File: src/rtl/sequence_detector.sv
// sequence_detector: serial pattern detector with saturating match counter.
//   clk       in  system clock, rising edge
//   rst       in  asynchronous active-high reset
//   din       in  serial data bit
//   din_vld   in  qualifies din
//   clr       in  synchronous clear, priority over din_vld
//   match     out one-cycle pulse after the bit completing PATTERN
//   match_cnt out saturating match count
//   hist      out last PAT_LEN accepted bits, bit 0 newest
//   filled    out PAT_LEN bits accepted since reset/clr/restart
// Define SEQ_DET_NONOVERLAP_EN to restart detection after every match.
module sequence_detector #(
   parameter int                 PAT_LEN = 4,
   parameter logic [PAT_LEN-1:0] PATTERN = 4'b1011,
   parameter int                 CNT_W   = 8
)(
   input  logic               clk,
   input  logic               rst,
   input  logic               din,
   input  logic               din_vld,
   input  logic               clr,
   output logic               match,
   output logic [CNT_W-1:0]   match_cnt,
   output logic [PAT_LEN-1:0] hist,
   output logic               filled
);
   localparam int FW = $clog2(PAT_LEN + 1);
   typedef enum logic [1:0] {EMPTY, FILLING, ARMED} state_t;
   state_t             r_state, w_state_nx;
   logic [FW-1:0]      r_fill, w_fill_nx;
   logic [PAT_LEN-1:0] r_hist, w_hist_nx, w_shift;
   logic [CNT_W-1:0]   r_cnt, w_cnt_nx;
   logic               r_match, w_match_nx, w_hit, w_restart;
   always_ff @(posedge clk or posedge rst)
      if (rst) begin
         r_state <= EMPTY;
         r_fill  <= '0;
         r_hist  <= '0;
         r_cnt   <= '0;
         r_match <= 1'b0;
      end else begin
         r_state <= w_state_nx;
         r_fill  <= w_fill_nx;
         r_hist  <= w_hist_nx;
         r_cnt   <= w_cnt_nx;
         r_match <= w_match_nx;
      end
   always_comb begin
      w_shift = {r_hist[PAT_LEN-2:0], din};
      // ARMED guarantees PAT_LEN-1 valid bits in hist, so din completes a full window
      w_hit = din_vld && r_state == ARMED && w_shift == PATTERN;
`ifdef SEQ_DET_NONOVERLAP_EN
      w_restart = w_hit;
`else
      w_restart = 1'b0;
`endif
      w_fill_nx  = (clr || w_restart) ? '0
                 : (din_vld && r_fill != FW'(PAT_LEN)) ? r_fill + FW'(1) : r_fill;
      w_hist_nx  = (clr || w_restart) ? '0 : din_vld ? w_shift : r_hist;
      w_cnt_nx   = clr ? '0 : (w_hit && r_cnt != '1) ? r_cnt + CNT_W'(1) : r_cnt;
      w_match_nx = !clr && w_hit;
      w_state_nx = (clr || w_restart) ? EMPTY
                 : (!din_vld || r_state == ARMED) ? r_state
                 : (w_fill_nx >= FW'(PAT_LEN - 1)) ? ARMED : FILLING;
   end
   always_comb begin
      match     = r_match;
      match_cnt = r_cnt;
      hist      = r_hist;
      filled    = r_fill == FW'(PAT_LEN);
   end
endmodule

File: config.mk
export PLATFORM = sky130hd
export DESIGN_NAME = sequence_detector
export DESIGN_NICKNAME = d
export VERILOG_FILES = /design/src/rtl/sequence_detector.sv
export SDC_FILE = /design/constraint.sdc
export NUM_CORES = 1
export LEC_CHECK = 0
export BUFFER_PORTS_ARGS = -buffer_cell sky130_fd_sc_hd__buf_2
export CORE_MARGIN = 2
export CORE_UTILIZATION = 44
export CTS_CLUSTER_SIZE = 30
export DETAILED_ROUTE_END_ITERATION = 8
export GPL_TIMING_DRIVEN = 0
export PLACE_DENSITY = 0.66
export SKIP_LAST_GASP = 1
export SLEW_MARGIN = 10
export SYNTH_ARGS = -nofsm -noshare
export SYNTH_HDL_FRONTEND = slang
export SYNTH_SLANG_ARGS = --single-unit
File: constraint.sdc
create_clock -name clk -period 2.5 [get_ports clk]
set_input_delay 0.25 -clock clk [delete_from_list [all_inputs] [get_ports clk]]
set_output_delay 0.25 -clock clk [all_outputs]
set_load 0.01 [all_outputs]
== Yosys cells after proc, flatten, opt, wreduce, memory -nomap -nowiden ==
Index checks and enable logic that the tools add are counted.
Cells by class
  add/subtract/negate cells: 2
  $mul: 0
  div/mod/pow operators: 0
  order comparisons: 1
  equality and inequality tests: 6
  shifts and indexed selects: 0
  mux-type cells: 9
  bitwise gates (word level): 0
  reductions and logical operators: 10
Operator list (number)
  8-bit 2-to-1 mux: 2
  8-bit by 1-bit adder with 8-bit output (second input constant): 1
  4-bit 2-to-1 mux: 2
  8-bit != test (second input constant): 1
  2-bit 2-to-1 mux: 3
  3-bit 2-to-1 mux: 2
  1-bit logical AND: 5
  4-bit equality test (second input constant): 1
  2-bit nonzero test: 2
  3-bit by 1-bit adder with 3-bit output (second input constant): 1
  3-bit equality test (second input constant): 1
  3-bit by 2-bit >= comparator with 1-bit output (second input constant): 1
  3-bit != test (second input constant): 1
  2-bit equality test (second input constant): 1
  1-bit zero test: 2
  2-bit != test (second input constant): 1
  1-bit logical OR: 1
Word-level totals
  register bits after elaboration: 18
  bits in latches: 0
  RAM bits: 0
  memory bits (read-only): 0
  bits of input ports: 5
  output and inout bits: 14
  logic and storage cells: 33
  memories: 0

== Logic depth before layout (Yosys ltp) ==
  word-level depth: 8
  mapped depth: 6
  depth with buffers taken out: 6

== Least setup slack after synthesis ==
OpenSTA, ideal clock, no wires.
  path type: register to register
  start point: register r_hist[0] (netlist: hist[0])
  end point: register r_cnt[3] (netlist: match_cnt[3])
  setup time: 78 ps
  arrival: 1720 ps
  data required time: 2422 ps
  slack: 702 ps
  stages on the path, launching flop included: 6
  path buffers: 1
  clock period less this slack: 1798 ps
  path through: dfrtp_1 > nand2_1 > or4_4 > buf_6 > or4_1 > a21oi_1
On the way
  word-level cells in the longest chain between the ends: 4
RTL lines
  from (decl): line 31  | logic [PAT_LEN-1:0] r_hist, w_hist_nx, w_shift;
  from (signal assigned): line 44  | r_hist <= w_hist_nx;
  4-bit equality test: line 51  | w_hit = din_vld && r_state == ARMED && w_shift == PATTERN;
  1-bit logical AND: line 51
  1-bit logical AND: line 60  | w_cnt_nx = clr ? '0 : (w_hit && r_cnt != '1) ? r_cnt + CNT_W'(1) : r_cnt;
  2-bit nonzero test (no source line)
  to (signal assigned): line 45  | r_cnt <= w_cnt_nx;
  to (decl): line 32  | logic [CNT_W-1:0] r_cnt, w_cnt_nx;
Every way passes these cells.
A chain may end at the register's enable or synchronous reset.

== Final worst setup path ==
  start point: register r_fill[0]
  end point: register r_state[1]
On the way
  word-level cells in the longest chain between the ends: 8
  elaborated cells between the ends (all ways): 9
  classes of those cells: add/sub (1); order compare (1); eq/ne (1); mux (5); reduce/logical (1)
RTL lines
  from (decl): line 30  | logic [FW-1:0] r_fill, w_fill_nx;
  from (signal assigned): line 43  | r_fill <= w_fill_nx;
  branches (longest 2 deep; another with 3-bit by 1-bit adder with 3-bit output)
  3-bit 2-to-1 mux (*): line 58  | : (din_vld && r_fill != FW'(PAT_LEN)) ? r_fill + FW'(1) : r_fill;
  3-bit 2-to-1 mux (*): line 57  | w_fill_nx = (clr || w_restart) ? '0
  3-bit by 2-bit >= comparator with 1-bit output (*): line 64  | : (w_fill_nx >= FW'(PAT_LEN - 1)) ? ARMED : FILLING;
  2-bit 2-to-1 mux (*): line 64
  2-bit 2-to-1 mux (*): line 63  | : (!din_vld || r_state == ARMED) ? r_state
  2-bit 2-to-1 mux (*): line 62  | w_state_nx = (clr || w_restart) ? EMPTY
  to (signal assigned): line 42  | r_state <= w_state_nx;
  to (decl): line 29  | state_t r_state, w_state_nx;
Mark *: on every way between the ends. The select of a mux whose other input is x is not followed.

==> run summary <==
status - finished clean
Longest Clk Path Bufs - 2
Synth area leaders - dfrtp_1 47%, a21oi_1 5.7%, mux2i_1 4.2%
Main synth FF type - dfrtp_1
Peak VDD IR - 0.000286 V
HP Class - in2async
GPL Wtd Cong - 0.795
Synth Area per Inst - 9.84 um^2
layout cells sized above 1 - 23.3%
Setup Skew - 0.00534 ns
fin crit share - 75.7%
vias in the first global route - 739
pwr dens - 487 nW/um^2
Die Span Y - 50.8 um
Die Area - 2580 um^2
WL per Instance - 12.4 um
Pleak - 0.534 nW
EDFF count, synth - 0
Top Usage Layer GRT - met1
pin count of the biggest net entering global routing - 19
Synth Register Bits - 18
IO buf count - 18
postcts setup bufs - 0
Post-Synthesis Cells - 98
Post-CTS Hold Fix Bufs - 0
post-synthesis cell type count - 31
Worst setup SP type - register
FF-to-FF End - r_state[1]
antenna viol nets, final - 0
register area share after synthesis - 46.7%
Worst Tran Pin Value - 0.674 ns
TritonCTS clock tree - done
first-pass GRT wire length - 3280 um
Pwr Total - 547 uW
Filler cells - 186
Initial DRC Count - 27
WL final - 1830 um
Worst R2R Start - r_fill[0]
register clock-pin slew on the reported worst setup and hold paths - 0.11 ns
row cnt - 16
Cell Count Post-Placement - 143
Post-synth ARST share - 100%
met1 Use GR - 25.3%
initial antenna violation count - 0
CTS H-Tree Depth - 1
drc violations - 0
IO Pins - 19
clock buffer count from CTS - 3
Final min period - 1.89 ns
GR Util met3 - 3.51%
clock root buffer - clkbuf_4
Crit. End Element - register
worst-skew pair later-pin latency - 0.31 ns
Placed Area - 1090 um^2
Via density - 5.31
initial core utilization - 47.7%
grt total ovfl - 0
n_diodes - 0
Layout Nets - 129
Final Non-Filler Cells - 147
Sinks on Clock Net - 18
max-cap check violation count - 0
Worst R2R Path Depth - 6
Synth Cell Area - 965 um^2
Die W - 50.8 um
final hold vios - 0
final instance area - 1120 um^2
RSZ-0062 raised after global routing - false
DR vias - 781
Critical Path Fanout Max - 5
Synth top area share - 46.7%
fin. max-slew vios - 0
Resized Gates After CTS - 0
CP arrival - 2.10 ns
fmax - 528 MHz
leading area contributor after synthesis - dfrtp_1
Core Footprint - 2020 um^2
Synth Net Count - 106
WS Path Type - reg2reg
GRT met2 Usage - 24.1%
Ys Warns - 0
relative slew slack - 55.0%
Final Setup Violations - 0
Req. time, crit path - 2.70 ns
router iterations before antenna repair - 4
Final HPWL DP - 1330 um
r2r setup slk - 0.61 ns
setup TNS - 0 ns
Global Route Usage Sum - 17.0%
synthesis-to-finish area growth - 16.6%
## routing by layer
layer / wire length (um) / part of all wire (%) / up-vias
met5: 0 / 0 / -
met4: 28 / 1.5 / 0
met3: 86 / 4.7 / 3
met2: 824 / 45 / 20
met1: 891 / 49 / 362
li1: - / - / 396
## worst max path at each step
stage | startpoint | depth (start not counted) | to | slack, ns
floorplan | hist[0] | 5 | match_cnt[3] | 0.70
global placement | r_fill[0] | 6 | r_state[1] | 0.66
detailed placement | r_fill[0] | 6 | r_state[1] | 0.64
CTS | r_fill[0] | 6 | r_state[1] | 0.59
global route | r_fill[0] | 6 | r_state[1] | 0.47
finish | r_fill[0] | 6 | r_state[1] | 0.61
## worst max-delay path: stages, from the launching register on
cell,delay (ns)
dfrtp_1,0.43
inv_1,0.06
ha_1,0.23
a21boi_2,0.24
mux2i_1,0.11
or4_1,0.57
o211a_1,0.16
## synthesized netlist by cell type (all sizes together), types with 3 or more instances
cell / count
a21oi: 11
buf: 3
dfrtp: 18
ha: 3
inv: 5
mux2i: 4
nand2: 5
nand2b: 4
nand3: 3
nor2: 9
o21ai: 3
o31ai: 4
or4: 5
## layout make-up
| type | instances | area [um^2] | share of cell area [%] |
|---|---|---|---|
| buffer | 5 | 28.8 | 2.56 |
| tap | 27 | 33.8 | 3.00 |
| inverter | 5 | 18.8 | 1.67 |
| clock buffer | 4 | 36.3 | 3.23 |
| sequential | 18 | 450 | 40.0 |
| timing repair buffer | 18 | 90.1 | 8.01 |
| multi-input combinational | 70 | 467 | 41.5 |
## power by group
group          internal (mW)  switching, mW  leakage (nW)
registers              0.299        0.00749         0.247
clock network         0.0890         0.0986        0.0210
logic                 0.0229         0.0306         0.266
total                  0.411          0.137         0.534
## sequential cells by signal (all words and copies together), names as in the netlist
name       cells
match_cnt      8
hist           4
r_state        2
r_fill         3
match          1
## cells by family (layout without fill, tap and decap cells)
group | count (synthesis) | in the layout | synth area share (%)
xor gates and xnor gates | 1 | 1 | 0.908
buffers and inverters | 10 | 32 | 4.93
muxes | 5 | 5 | 5.32
DFF | 18 | 18 | 46.7
adders and majority gates | 3 | 3 | 3.89
and+or+nand+nor | 39 | 39 | 23.9
AOI/OAI and AO/OA | 22 | 22 | 14.4
## cells in the final DEF (no fill, tap or decap), types with 2 or more instances in the layout
| cell | n |
|---|---|
| or3_1 | 2 |
| buf_2 | 20 |
| nand4_1 | 2 |
| inv_1 | 5 |
| o31ai_1 | 4 |
| or3b_1 | 2 |
| o21ai_1 | 3 |
| or4_1 | 4 |
| ha_1 | 3 |
| a21oi_1 | 11 |
| dfrtp_1 | 18 |
| nor2b_1 | 2 |
| nand2b_1 | 3 |
| nand2_1 | 5 |
| nor3b_1 | 2 |
| mux2i_1 | 4 |
| nand3_1 | 3 |
| clkbuf_1 | 2 |
| nor2_1 | 9 |
| clkbuf_4 | 3 |
## stage by stage
step	utilization, %	setup slack (ns)	hold WS (ns)
final	55.6	0.607	0.0194
after global routing	55.6	0.474	0.100
after CTS	55.6	0.591	0.0429
after detailed placement	53.8	0.636	0.381
after global placement	53.8	0.661	0.387
after floorplan	-	0.702	0.189
Note: power is estimated with default switching activity, not from simulation.
